$ cat src/rtl/spi_request_arbiter.sv
// -----------------------------------------------------------------------------
// spi_request_arbiter
//
// Shares one 8-bit SPI Master (slaveSelect-driven chip select) among N_REQ
// requesters. A round-robin arbiter picks one pending request while idle. The
// sequencer then runs the transfer: latch the winner's select and byte, pulse
// the Master's start, time the shift, and capture the received byte. It then
// holds the bus deselected for an inter-transfer gap so the Master's chip
// select returns to all-ones before the next transfer.
//
// Ports
//   clk               in   system clock (also the Master's SCLK source)
//   reset             in   asynchronous, active-low reset
//   req               in   [N_REQ]          request level per requester
//   req_sel           in   [2*N_REQ]        slave select per requester, [2i+1:2i]
//   req_data          in   [DATA_W*N_REQ]   byte to send per requester, slice i
//   gnt               out  [N_REQ]          one-hot 1-cycle pulse: request accepted
//   rsp_valid         out  [N_REQ]          one-hot 1-cycle pulse: rsp_data valid
//   rsp_data          out  [DATA_W]         received byte, held until next rsp_valid
//   busy              out                   high whenever the sequencer is not idle
//   spi_start         out                   Master start, 1-cycle pulse
//   spi_slave_select  out  [2]              Master slaveSelect (2'b11 = none)
//   spi_data_to_send  out  [DATA_W]         Master masterDataToSend
//   spi_data_received in   [DATA_W]         Master masterDataReceived
// -----------------------------------------------------------------------------
module spi_request_arbiter #(
    parameter int N_REQ       = 3,
    parameter int DATA_W      = 8,
    parameter int XFER_CYCLES = 10,
    parameter int GAP_CYCLES  = 2
) (
    input  logic                    clk,
    input  logic                    reset,
    input  logic [N_REQ-1:0]        req,
    input  logic [2*N_REQ-1:0]      req_sel,
    input  logic [DATA_W*N_REQ-1:0] req_data,
    output logic [N_REQ-1:0]        gnt,
    output logic [N_REQ-1:0]        rsp_valid,
    output logic [DATA_W-1:0]       rsp_data,
    output logic                    busy,
    output logic                    spi_start,
    output logic [1:0]              spi_slave_select,
    output logic [DATA_W-1:0]       spi_data_to_send,
    input  logic [DATA_W-1:0]       spi_data_received
);

    localparam int IDX_W   = (N_REQ > 1) ? $clog2(N_REQ) : 1;
    localparam int CNT_MAX = (XFER_CYCLES > GAP_CYCLES) ? XFER_CYCLES : GAP_CYCLES;
    localparam int CNT_W   = $clog2(CNT_MAX + 1);

    localparam logic [1:0]       NO_SLAVE  = 2'b11;
    localparam logic [CNT_W-1:0] XFER_LAST = CNT_W'(XFER_CYCLES - 1);
    localparam logic [CNT_W-1:0] GAP_LAST  = CNT_W'(GAP_CYCLES - 1);

    typedef enum logic [2:0] {
        IDLE,
        LAUNCH,
        XFER,
        CAPTURE,
        GAP
    } state_t;

    state_t             state, state_d;
    logic [IDX_W-1:0]   rr_ptr, rr_d;
    logic [IDX_W-1:0]   owner, owner_d;
    logic [1:0]         sel_q, sel_d;
    logic [DATA_W-1:0]  data_q, data_d;
    logic [CNT_W-1:0]   cnt, cnt_d;

    logic [N_REQ-1:0]   gnt_d;
    logic [N_REQ-1:0]   rsp_valid_d;
    logic [DATA_W-1:0]  rsp_data_d;
    logic               start_d;
    logic [1:0]         ss_d;
    logic [DATA_W-1:0]  dts_d;

    logic [1:0]         sel_arr  [N_REQ];
    logic [DATA_W-1:0]  data_arr [N_REQ];
    logic [IDX_W-1:0]   win;

    // First set request at or after ptr, wrapping N_REQ-1 -> 0.
    function automatic logic [IDX_W-1:0] pick(input logic [N_REQ-1:0] r,
                                              input logic [IDX_W-1:0] ptr);
        logic [IDX_W-1:0] w;
        logic             found;
        int               idx;
        w     = '0;
        found = 1'b0;
        for (int i = 0; i < N_REQ; i++) begin
            idx = (int'(ptr) + i) % N_REQ;
            if (!found && r[IDX_W'(idx)]) begin
                w     = IDX_W'(idx);
                found = 1'b1;
            end
        end
        return w;
    endfunction

    function automatic logic [IDX_W-1:0] next_idx(input logic [IDX_W-1:0] i);
        return (int'(i) == N_REQ - 1) ? '0 : i + 1'b1;
    endfunction

    always_comb begin
        for (int i = 0; i < N_REQ; i++) begin
            sel_arr[i]  = req_sel[2*i +: 2];
            data_arr[i] = req_data[DATA_W*i +: DATA_W];
        end
    end

    assign win = pick(req, rr_ptr);

    // Next-state and next-output logic; every output is registered below so
    // nothing on req reaches gnt or spi_* combinationally.
    always_comb begin
        state_d     = state;
        rr_d        = rr_ptr;
        owner_d     = owner;
        sel_d       = sel_q;
        data_d      = data_q;
        cnt_d       = cnt;
        gnt_d       = '0;
        rsp_valid_d = '0;
        rsp_data_d  = rsp_data;
        start_d     = 1'b0;
        ss_d        = spi_slave_select;
        dts_d       = spi_data_to_send;

        case (state)
            IDLE: begin
                if (|req) begin
                    state_d     = LAUNCH;
                    owner_d     = win;
                    sel_d       = sel_arr[win];
                    data_d      = data_arr[win];
                    gnt_d[win]  = 1'b1;
                    ss_d        = sel_arr[win];
                    dts_d       = data_arr[win];
                    // No start for a request addressed to no slave.
                    start_d     = (sel_arr[win] != NO_SLAVE);
                end
            end
            LAUNCH: begin
                cnt_d = '0;
                if (sel_q != NO_SLAVE) begin
                    state_d = XFER;
                end else begin
                    // No-op transfer: respond immediately with a zero byte.
                    state_d            = CAPTURE;
                    rsp_valid_d[owner] = 1'b1;
                    rsp_data_d         = '0;
                    rr_d               = next_idx(owner);
                end
            end
            XFER: begin
                if (cnt == XFER_LAST) begin
                    state_d            = CAPTURE;
                    cnt_d              = '0;
                    rsp_valid_d[owner] = 1'b1;
                    rsp_data_d         = spi_data_received;
                    rr_d               = next_idx(owner);
                end else begin
                    cnt_d = cnt + 1'b1;
                end
            end
            CAPTURE: begin
                state_d = GAP;
                cnt_d   = '0;
                ss_d    = NO_SLAVE;
            end
            GAP: begin
                if (cnt == GAP_LAST) begin
                    state_d = IDLE;
                    cnt_d   = '0;
                end else begin
                    cnt_d = cnt + 1'b1;
                end
            end
            default: begin
                state_d = IDLE;
            end
        endcase
    end

    always_ff @(posedge clk or negedge reset) begin
        if (!reset) begin
            state  <= IDLE;
            rr_ptr <= '0;
            owner  <= '0;
            sel_q  <= NO_SLAVE;
            data_q <= '0;
            cnt    <= '0;
        end else begin
            state  <= state_d;
            rr_ptr <= rr_d;
            owner  <= owner_d;
            sel_q  <= sel_d;
            data_q <= data_d;
            cnt    <= cnt_d;
        end
    end

    always_ff @(posedge clk or negedge reset) begin
        if (!reset) begin
            gnt              <= '0;
            rsp_valid        <= '0;
            rsp_data         <= '0;
            busy             <= 1'b0;
            spi_start        <= 1'b0;
            spi_slave_select <= NO_SLAVE;
            spi_data_to_send <= '0;
        end else begin
            gnt              <= gnt_d;
            rsp_valid        <= rsp_valid_d;
            rsp_data         <= rsp_data_d;
            busy             <= (state_d != IDLE);
            spi_start        <= start_d;
            spi_slave_select <= ss_d;
            spi_data_to_send <= dts_d;
        end
    end

endmodule

$ cat config.mk
export PLATFORM = sky130hd
export DESIGN_NAME = spi_request_arbiter
export DESIGN_NICKNAME = d
export VERILOG_FILES = /design/src/rtl/spi_request_arbiter.sv
export SDC_FILE = /design/constraint.sdc
export NUM_CORES = 1
export LEC_CHECK = 0
export CAP_MARGIN = 30
export CORE_AREA = 3 3 76 78
export CTS_CLUSTER_SIZE = 25
export DETAILED_ROUTE_END_ITERATION = 10
export DIE_AREA = 0 0 79 81
export PLACE_DENSITY = 0.73
export SYNTH_ARGS = -nofsm -noshare
export SYNTH_HDL_FRONTEND = slang
export SYNTH_SLANG_ARGS = --single-unit
$ cat constraint.sdc
create_clock -name clk -period 2.35 [get_ports clk]
set_clock_uncertainty 0.1 [all_clocks]
set_input_delay 0.47 -clock clk [delete_from_list [all_inputs] [get_ports clk]]
set_output_delay 0.47 -clock clk [all_outputs]
set_load 0.05 [all_outputs]
==> out/qor.csv, run 1 <==
stage,metric,value,unit
grt,grt_max_degree,40,
run_status,status,finished with violations,
synthesis,seq_area_frac_synth,47.2,%
synthesis,synth_compound_area_share,18.3,%
placement,gp_congestion,0.847,
synthesis,synth-xor-area-share,0.421,%
floorplanning,die_area,0.00640,mm^2
synthesis,synthFlopType,dfrtp_1,
clock_network,cts_root_buffer,clkbuf_8,
synthesis,synth_nets,270,
routing,first_pass_iters,4,
pwr,ir_worst_vdd,861,uV
synthesis,synth_top_family_by_area,simple AND/OR/NAND/NOR gates,
clock_network,clk_pin_slew,0.08,ns
pwr,p_int,0.00273,W
synthesis,synth_mux_area_share,5.30,%
sta,worstMarginPinSlew,0.857,ns
clock_network,hold_buffers,0,
synthesis,syn_area_per_cell,9.40,um^2
clock_network,cts_max_level,2,
routing,drcViolationCount,0,
sta,max_freq,425,MHz
synthesis,synth_edf_count,0,
critical_path,crit_start,rr_ptr[1],
synthesis,synth_cells,221,
sta,hold_viol,0,
cells_and_area,area_growth,57.6,%
synthesis,netlist_area,0.00208,mm^2
sta,post-route-period-util,100,%
min_path,hp-class,in2async,
run_status,violations,setup timing,
floorplanning,rows,26,
floorplanning,ios,69,
cells_and_area,stdcell_area,0.00327,mm^2
cells_and_area,final_nets,371,
floorplanning,dieWidth,79,um
cells_and_area,antenna_cells,0,
placement,dp_hpwl,4020,um
grt,track_usage,16.8,%
pwr,p_per_area,1530,mW/mm^2
grt,overflow,0,
clock_network,numCtsBuffers,5,
pwr,combPwrFrac,64.6,%
sta,max_slew_margin,42.9,%
critical_path,worstPathArrival,2.48,ns
floorplanning,die_h,81,um
sta,rsz0062_at_grt,true,
critical_path,required,2.47,ns
sta,final-setup-viol-count,1,
pwr,switching_share,45.4,%
pwr,power_switching,0.00227,W
routing,route.vias.total,1980,
sta,period_needed,2.35,ns
clock_network,cts.sinks,39,
critical_path,crit_slowest_cell,dfrtp_1,
routing,ant_nets,0,
cells_and_area,drive_above_1_share,20.1,%
pwr,p_leak,1.45,nW
flow_run,drv_cap,0,
critical_path,path_class,reg2reg,
grt,grt_pass1_wl,8550,um
critical_path,critical-path-max-stage-delay,0.43,ns
clock_network,clock_latency,0.28,ns
pwr,p_seq_share,23.9,%
routing,wl,5350,um
synthesis,ys_types,40,
sta,final_max_slew_viol_count,0,
synthesis,async_flop_share,100,%
floorplanning,start_util,40.4,%
critical_path,reg2reg_from,rr_ptr[1],
routing,routed_via_density,5.04,
grt,grt_pass1_vias,1856,
placement,portBuffers,68,
floorplanning,core_area,0.00514,mm^2
synthesis,synthSimpleGateAreaFrac,22.2,%
routing,drt_iter0_markers,58,
clock_network,cts_tree,done,
routing,wire_per_inst,13.6,um
placement,placed_area,0.00300,mm^2
clock_network,clockBufferDepth,2,
critical_path,cp-start-kind,flip-flop,
synthesis,ys_ff_latch,39,
synthesis,synth_warnings,0,
pwr,power.total,0.00500,W
critical_path,crit_chain,"buf_6, ha_4, nand3b_1, a211o_1, a211oi_4, nor2_4, or3_1, and3_1",
sta,setup_ws,-0.00441,ns
pwr,clkPwrFrac,11.5,%
synthesis,synthAdderAreaFrac,3.61,%
grt,antenna_found_initial,0,
critical_path,cp_max_fo,8,
critical_path,end_kind,flip-flop,
==> through the flow <==
stage	hold WS (ns)	utilization, %	TNS, ns	std cells	setup WS (ns)
2_1_floorplan	0.0744	-	0	221	0.0749
3_3_place_gp	0.363	58.3	-2.69	376	-0.253
3_5_place_dp	0.371	58.3	-3.50	376	-0.319
4_1_cts	0.216	61.2	-0.232	387	-0.0382
5_1_grt	0.245	63.7	-0.702	393	-0.0953
6_report	0.178	63.7	-0.00441	393	-0.00441
==> final cells by class <==
cell class	instances	area (um^2)
Tap cell	70	87.6
Sequential cell	39	982
Fill cell	443	1870
Clock buffer	6	82.6
Multi-Input combinational cell	169	1120
Clock inverter	2	35.0
Inverter	6	22.5
Timing Repair Buffer	101	941
==> final timing paths <==
check                                       to  slack, ns  depth (start not counted)
setup / recovery           spi_slave_select[0]     -0.004                          8
hold / removal                          gnt[0]       0.18                          1
setup reg to reg           spi_slave_select[0]     -0.004                          8
hold reg to reg                    rsp_data[1]       0.38                          2
max in group asynchronous            rr_ptr[0]       1.37                          1
min in group clk                   rsp_data[1]       0.38                          2
==> Yosys cell counts, drive strengths merged, types with 2 or more instances <==
master / instances / share of area, %
or3: 6 / 1.8
dfstp: 4 / 5.1
dfrtp: 35 / 42
nor2b: 5 / 1.5
inv: 6 / 1.1
and3: 3 / 0.90
nor2: 15 / 3.1
nor4b: 2 / 0.84
ha: 6 / 3.6
nor3: 5 / 1.2
nor3b: 5 / 1.8
a21oi: 14 / 3.4
mux2i: 11 / 5.3
buf: 2 / 0.78
o31ai: 4 / 1.4
o22ai: 8 / 2.4
clkbuf: 6 / 1.1
nand3: 2 / 0.48
nand2: 36 / 6.5
a211oi: 2 / 0.96
nand2b: 4 / 1.2
and3b: 2 / 0.84
a21o: 4 / 1.4
a221oi: 2 / 0.84
o21ai: 19 / 4.6
or4: 2 / 0.72
==> flip-flops by register name, summed over array words and instances, names as in the netlist <==
register and cells:
busy 1, cnt 4, gnt 3, owner 2, rr_ptr 2, rsp_data 8, rsp_valid 3, sel_q 2
spi_data_to_send 8, spi_slave_select 2, spi_start 1, state 3
==> critical path: cells and delay by family, from the launching register on <==
| family | cells | cell delay (ns) |
|---|---|---|
| AO/OA/AOI/OAI | 2 | 0.65 |
| AND/OR/NAND/NOR | 4 | 0.71 |
| flip-flops | 1 | 0.43 |
| adder cells (fa/ha/maj) | 1 | 0.26 |
| buffers and inverters | 1 | 0.14 |
==> cells by family after synthesis <==
logic type,Yosys count
multiplexers,11
adder cells (fa/ha/maj),6
buffers and inverters,14
AO/OA/AOI/OAI,59
flip-flops,39
XOR/XNOR,1
AND/OR/NAND/NOR,91
==> layout by cell type, fill, tap and decap left out, types with 3 or more instances in the layout <==
master,n
ha_1,4
nor2b_1,5
buf_6,4
mux2i_1,11
clkdlybuf4s50_1,66
nor3b_1,5
dfrtp_1,34
o21ai_1,3
nor3_1,4
and3_1,3
inv_1,4
o21ai_0,16
clkbuf_8,6
o22ai_1,8
nand2b_1,4
dfstp_2,4
buf_4,29
or3_1,6
nand2_1,36
a21oi_1,14
a21o_1,3
nor2_1,14
==> metal layers <==
layer	vias up	share of wire (%)	GRT usage [%]
met3	8	6.5	5.65
met4	0	1.4	3.61
met2	65	51	31.7
li1	987	-	-
met5	-	0	0
met1	920	41	18.3
==> power by group through the flow <==
stage	Sequential, W	Clock [W]	Combinational, W
2_1_floorplan	0.00183	0	0.00127
3_3_place_gp	0.00119	0	0.00289
3_5_place_dp	0.00120	0	0.00294
4_1_cts	0.00119	0.000589	0.00301
5_1_grt	0.00124	0.000618	0.00347
6_report	0.00120	0.000575	0.00323
==> repair_timing <==
| item | CTS | global route |
|---|---|---|
| endpoints found under the setup margin | 13 | 14 |
| gates resized for setup | 3 | 22 |
| endpoints found under the hold margin | 0 | 0 |
| cloned | 1 | 0 |
| buffers inserted | 2 | 6 |
| pin swaps | 0 | 13 |
(Power assumes the default switching activity.)
==> inputs of run 2 (changes only) <==
Settings changed: CORE_AREA 3 3 76 78 to 3 3 70 72, CTS_CLUSTER_SIZE 25 to default, DIE_AREA 0 0 79 81 to 0 0 73 75, PLACE_DENSITY 0.73 to 0.82, SLEW_MARGIN from default to 20.
Clock period 2.35 ns to 2.8 ns, I/O delays scaled along.
==> run 2 against run 1 <==
Compared with the run above:
- the run now ends clean
- count of clock-buffer cells in the layout did not move
- highest routed layer unchanged
- clock power fell by 16%
- final area fell by 9.7%
- largest cell class unchanged
- die area fell by 14%
==> out/qor.csv, run 2 (synthesized netlist as in run 1, its figures left out) <==
stage,metric,value,unit,change
clock_network,post_cts_resized,0,,-3
pwr,p_leak,1.30,nW,-11%
sta,max_slew_margin,41.2,%,-1.7 points
critical_path,path_class,reg2reg,,
cells_and_area,drive_above_1_share,8.78,%,-11 points
grt,grt_pass1_vias,1865,,+0.48%
min_path,hp-class,in2async,,
cells_and_area,layout_common_cells,"clkdlybuf4s50_1 (67), nand2_1 (36), dfrtp_1 (35)",,
flow_run,drv_cap,0,,unchanged
sta,post-route-period-util,90.6,%,-9.6 points
grt,grt_pass1_wl,8270,um,-3.2%
cells_and_area,fill_cells,355,,-20%
floorplanning,core_area,0.00435,mm^2,-15%
grt,track_usage,19.3,%,+2.4 points
placement,portBuffers,68,,unchanged
clock_network,clk_pin_slew,0.08,ns,about the same
sta,final-setup-viol-count,0,,-1
critical_path,required,2.92,ns,+0.45 ns
pwr,switching_share,47.5,%,+2.1 points
run_status,status,"complete, no violations",,
sta,worstMarginPinSlew,0.881,ns,+0.0236 ns
routing,first_pass_iters,4,,unchanged
routing,wl,5070,um,-5.3%
routing,wire_per_inst,14.6,um,+7.0%
pwr,ir_worst_vdd,711,uV,-17%
placement,gp_congestion,0.866,,+2.3%
floorplanning,dieWidth,73,um,-7.6%
critical_path,end_kind,flip-flop,,
pwr,combPwrFrac,60.2,%,-4.4 points
floorplanning,rows,24,,-7.7%
floorplanning,die_h,75,um,-7.4%
sta,max_freq,394,MHz,-7.2%
routing,drt_iter0_markers,122,,+110%
clock_network,cts_tree,done,,
cells_and_area,layout_commonest_cell,clkdlybuf4s50_1,,
pwr,power.total,0.00376,W,-25%
pwr,p_per_area,1270,mW/mm^2,-17%
routing,routed_via_density,5.42,,+7.6%
routing,drcViolationCount,0,,unchanged
clock_network,clockBufferDepth,2,,unchanged
routing,route.vias.total,1886,,-4.7%
cells_and_area,area_growth,42.2,%,
sta,final_max_slew_viol_count,0,,unchanged
clock_network,post-cts-setup-buffers,0,,-2
sta,hold_viol,0,,unchanged
sta,period_needed,2.54,ns,+0.182 ns
grt,grt_max_degree,40,,unchanged
clock_network,cts.sinks,39,,unchanged
clock_network,cts_root_buffer,clkbuf_8,,
cells_and_area,final_nets,344,,-7.3%
cells_and_area,antenna_cells,0,,unchanged
clock_network,clock_latency,0.28,ns,about the same
clock_network,numCtsBuffers,5,,unchanged
critical_path,worstPathArrival,2.65,ns,+0.17 ns
pwr,clkPwrFrac,12.9,%,+1.4 points
floorplanning,die_area,0.00548,mm^2,-14%
clock_network,hold_buffers,0,,unchanged
sta,setup_tns,0,ns,+0.00441 ns
grt,antenna_found_initial,0,,unchanged
cells_and_area,reg_top3,"rsp_data x8, spi_data_to_send x8, cnt x4",,
placement,dp_hpwl,3820,um,-4.9%
grt,overflow,0,,unchanged
floorplanning,start_util,47.7,%,+7.3 points
floorplanning,ios,69,,unchanged
clock_network,cts_max_level,2,,unchanged
critical_path,cp_max_fo,16,,+8
routing,ant_nets,0,,unchanged
sta,rsz0062_at_grt,false,,
pwr,p_int,0.00197,W,-28%
critical_path,cp-start-kind,flip-flop,,
pwr,p_seq_share,26.9,%,+3.0 points
pwr,power_switching,0.00179,W,-21%
[run 2: cell type report]
type | instances | area [um^2] | area share (%)
Multi-Input combinational cell | 168 | 1040 | 35.2
Sequential cell | 39 | 981 | 33.2
Clock inverter | 2 | 35.0 | 1.19
Inverter | 6 | 22.5 | 0.762
Timing Repair Buffer | 75 | 728 | 24.6
Tap cell | 52 | 65.1 | 2.20
Clock buffer | 6 | 82.6 | 2.79
[run 2: path summary, 6_finish.rpt]
check                      startpoint                   to  slack, ns  depth (start not counted)
max                         rr_ptr[0]  spi_slave_select[0]       0.26                          8
min                             reset               cnt[2]       0.28                          1
max reg2reg                 rr_ptr[0]  spi_slave_select[0]       0.26                          8
min reg2reg                  owner[0]         rsp_valid[2]       0.38                          1
max in group asynchronous       reset          rsp_data[0]       1.79                          1
min in group clk             owner[0]         rsp_valid[2]       0.38                          1
[run 2: power by group through the flow]
stage / registers (W) / logic, W / clock network [W]
2_1_floorplan: 0.00153 / 0.00107 / 0
3_3_place_gp: 0.00101 / 0.00221 / 0
3_5_place_dp: 0.00102 / 0.00227 / 0
4_1_cts: 0.00101 / 0.00227 / 0.000489
5_1_grt: 0.00104 / 0.00244 / 0.000514
6_report: 0.00101 / 0.00226 / 0.000484
[run 2: worst max-delay path, cell delays in order, from the launching register on]
cell and delay [ns]:
dfrtp_1 0.40, inv_1 0.08, ha_1 0.31, and3b_1 0.26
a211o_1 0.29, a211oi_2 0.30, nor2_4 0.16, or3_1 0.37
and3_1 0.20
[run 2: per-stage QoR]
| step | cell area, um^2 | setup slack, ns | utilization [%] | cells | hold WS (ns) |
|---|---|---|---|---|---|
| global route | 2960 | 0.0703 | 67.9 | 348 | 0.341 |
| CTS | 2960 | 0.257 | 67.9 | 348 | 0.307 |
| detailed placement | 2840 | 0.0308 | 65.2 | 340 | 0.369 |
| floorplan | 2080 | 0.525 | - | 221 | 0.164 |
| finish | 2960 | 0.264 | 67.9 | 348 | 0.279 |
| global placement | 2840 | 0.106 | 65.2 | 340 | 0.363 |
[run 2: per-layer routing]
| layer | global-route usage [%] | up-vias | share of wire, % |
|---|---|---|---|
| met4 | 5.94 | 0 | 1.1 |
| met1 | 22.7 | 882 | 44 |
| met3 | 6.01 | 6 | 7.1 |
| li1 | - | 935 | - |
| met2 | 33.6 | 63 | 48 |
| met5 | 0 | - | 0 |
==> inputs of run 3 (changes only) <==
Settings changed: REMOVE_ABC_BUFFERS from default to 1.
==> run 3 against run 2 <==
Compared with the run above:
- clock power down 25%
- final cell count up 0.29%
- core utilization is 0.66 points lower
- die area stayed put
- combinational power about the same
- count of clock-buffer cells in the layout fell by 1
- worst setup slack worse by 0.033 ns
- hold slack got worse by 0.014 ns
- critical path type unchanged
- critical endpoint unchanged
==> out/qor.csv, run 3 (synthesized netlist as in run 1, its figures left out) <==
stage,metric,value,unit,change
routing,drt-met1-wl,2030,um,-8.4%
pwr,clkPwrFrac,10.0,%,-2.9 points
critical_path,cp.buffers_inverters,1,,unchanged
grt,overflow,0,,unchanged
clock_network,cts_max_level,2,,unchanged
floorplanning,rows,24,,unchanged
critical_path,crit_end,spi_slave_select[0],,
routing,first_pass_iters,4,,unchanged
clock_network,post_cts_resized,0,,unchanged
floorplanning,ios,69,,unchanged
critical_path,crit_start,rr_ptr[0],,
critical_path,crit_chain,"inv_1, ha_1, and3b_1, a211o_1, a211oi_2, nor2_4, or3_1, and3_1",,
placement,post-place-ws,0.00161,ns,-0.0292 ns
routing,wl,4950,um,-2.2%
critical_path,worstPathArrival,2.70,ns,+0.05 ns
clock_network,numCtsBuffers,5,,unchanged
min_path,hp-class,in2async,,
cells_and_area,area_growth,40.8,%,
sta,period_needed,2.57,ns,+0.0327 ns
routing,wire_per_inst,14.2,um,-2.5%
grt,grt_pass1_vias,1854,,-0.59%
clock_network,cts_root_buffer,clkbuf_8,,
run_status,status,"complete, no violations",,
cells_and_area,drive_above_1_share,9.09,%,+0.31 points
clock_network,clk_pin_slew,0.07,ns,about the same
pwr,p_leak,1.29,nW,-0.69%
flow_run,drv_cap,0,,unchanged
sta,max_freq,389,MHz,-1.3%
cells_and_area,antenna_cells,0,,unchanged
clock_network,clock_latency,0.29,ns,about the same
critical_path,r2r_setup_slack,0.23,ns,-0.03 ns
clock_network,clockBufferDepth,2,,unchanged
pwr,combPwrFrac,62.2,%,+2.0 points
grt,grt_max_degree,40,,unchanged
sta,post-route-period-util,91.7,%,+1.2 points
critical_path,crit_slowest_cell,dfrtp_1,,
clock_network,hold_buffers,0,,unchanged
critical_path,cp_max_fo,16,,unchanged
routing,maxUsedRoutingLayer,met4,,
routing,routed_via_density,5.35,,-1.3%
placement,portBuffers,68,,unchanged
clock_network,cts_tree,done,,
critical_path,ff2ff_path_depth,8,,unchanged
clock_network,post-cts-setup-buffers,0,,unchanged
floorplanning,dieWidth,73,um,unchanged
critical_path,critical-path-max-stage-delay,0.41,ns,about the same
cells_and_area,stdcell_area,0.00293,mm^2,-0.97%
floorplanning,core_area,0.00435,mm^2,unchanged
pwr,p_per_area,1240,mW/mm^2,-2.5%
routing,drcViolationCount,0,,unchanged
routing,route.vias.total,1866,,-1.1%
sta,max_slew_margin,43.9,%,+2.8 points
sta,setup_ws,0.231,ns,-0.0327 ns
critical_path,required,2.93,ns,about the same
critical_path,path_class,reg2reg,,
floorplanning,die_area,0.00548,mm^2,unchanged
routing,wl_met3,550,um,+53%
pwr,switching_share,48.9,%,+1.4 points
cells_and_area,layout_commonest_cell,clkdlybuf4s50_1,,
pwr,power_switching,0.00178,W,-0.65%
critical_path,crit_cells,8,,unchanged
routing,met2_wirelength,2290,um,-6.2%
cells_and_area,reg_top3,"rsp_data x8, spi_data_to_send x8, cnt x4",,
grt,grt_pass1_wl,8230,um,-0.51%
pwr,p_int,0.00186,W,-5.9%
pwr,p_seq_share,27.8,%,+0.9 points
floorplanning,die_h,75,um,unchanged
pwr,ir_worst_vdd,589,uV,-17%
critical_path,reg2reg_from,rr_ptr[0],,
placement,dp_hpwl,3720,um,-2.6%
routing,ant_nets,0,,unchanged
sta,hold_viol,0,,unchanged
grt,antenna_found_initial,0,,unchanged
cells_and_area,fill_cells,359,,+1.1%
sta,rsz0062_at_grt,false,,
floorplanning,start_util,47.7,%,unchanged
routing,drt_iter0_markers,127,,+4.1%
sta,setup_tns,0,ns,unchanged
critical_path,end_kind,flip-flop,,
placement,gp_congestion,0.865,,-0.15%
cells_and_area,final_nets,345,,+0.29%
critical_path,critical-path-top-delay-family,simple AND/OR/NAND/NOR gates,,
cells_and_area,layout_common_cells,"clkdlybuf4s50_1 (67), nand2_1 (36), dfrtp_1 (35)",,
critical_path,r2r-end,spi_slave_select[0],,
sta,final-setup-viol-count,0,,unchanged
critical_path,cp-start-kind,flip-flop,,
sta,worstMarginPinSlew,0.841,ns,-0.0395 ns
grt,track_usage,19.6,%,+0.39 points
sta,final_max_slew_viol_count,0,,unchanged
placement,placed_area,0.00284,mm^2,unchanged
clock_network,cts.sinks,39,,unchanged
[run 3: changes by cell type in the layout (fill, tap and decap cells not counted)]
cell       change
clkinv_2       +2
buf_2          +1
bufinv_16      -1
clkbuf_8       -1
[run 3: power by group through the flow]
stage	clock network, W	logic [W]	registers [W]
2_1_floorplan	0	0.00101	0.00154
3_3_place_gp	0	0.00222	0.00101
3_5_place_dp	0	0.00226	0.00102
4_1_cts	0.000374	0.00227	0.00101
5_1_grt	0.000401	0.00247	0.00105
6_report	0.000364	0.00226	0.00101
[run 3: worst reg2reg max path, stage by stage, from the launching register on]
cell,delay (ns)
dfrtp_1,0.41
inv_1,0.08
ha_1,0.31
and3b_1,0.25
a211o_1,0.29
a211oi_2,0.35
nor2_4,0.17
or3_1,0.37
and3_1,0.18
[run 3: final cells by class]
| cell class | instances | area, um^2 | area share [%] |
|---|---|---|---|
| multi-input combinational | 168 | 1040 | 35.6 |
| sequential | 39 | 981 | 33.5 |
| timing repair buffer | 76 | 733 | 25.1 |
| clock buffer | 5 | 68.8 | 2.35 |
| tap | 52 | 65.1 | 2.22 |
| inverter | 6 | 22.5 | 0.770 |
| clock inverter | 3 | 15.0 | 0.513 |
[run 3: how the worst min path moves through the flow]
| stage | slack [ns] | endpoint | from | cells past startpoint |
|---|---|---|---|---|
| 2_1_floorplan | 0.16 | busy | reset | 0 |
| 3_3_place_gp | 0.36 | rsp_valid[2] | owner[0] | 1 |
| 3_5_place_dp | 0.37 | rsp_data[5] | rsp_data[5] | 2 |
| 4_1_cts | 0.29 | rsp_data[7] | reset | 1 |
| 5_1_grt | 0.33 | rsp_valid[2] | reset | 1 |
| 6_report | 0.26 | rsp_data[7] | reset | 1 |
[run 3: per-stage QoR]
| step | hold slack, ns | utilization (%) | power (W) | cells |
|---|---|---|---|---|
| after floorplan | 0.164 | - | 0.00255 | 213 |
| after global placement | 0.364 | 65.2 | 0.00323 | 340 |
| after detailed placement | 0.372 | 65.2 | 0.00328 | 340 |
| after CTS | 0.290 | 67.1 | 0.00366 | 348 |
| after global routing | 0.330 | 67.2 | 0.00392 | 349 |
| final | 0.265 | 67.2 | 0.00363 | 349 |
[run 3: layer usage]
metal,track usage [%],vias to the layer above
li1,-,932
met1,22.9,845
met2,32.4,80
met3,7.74,9
met4,8.20,0
met5,0,-
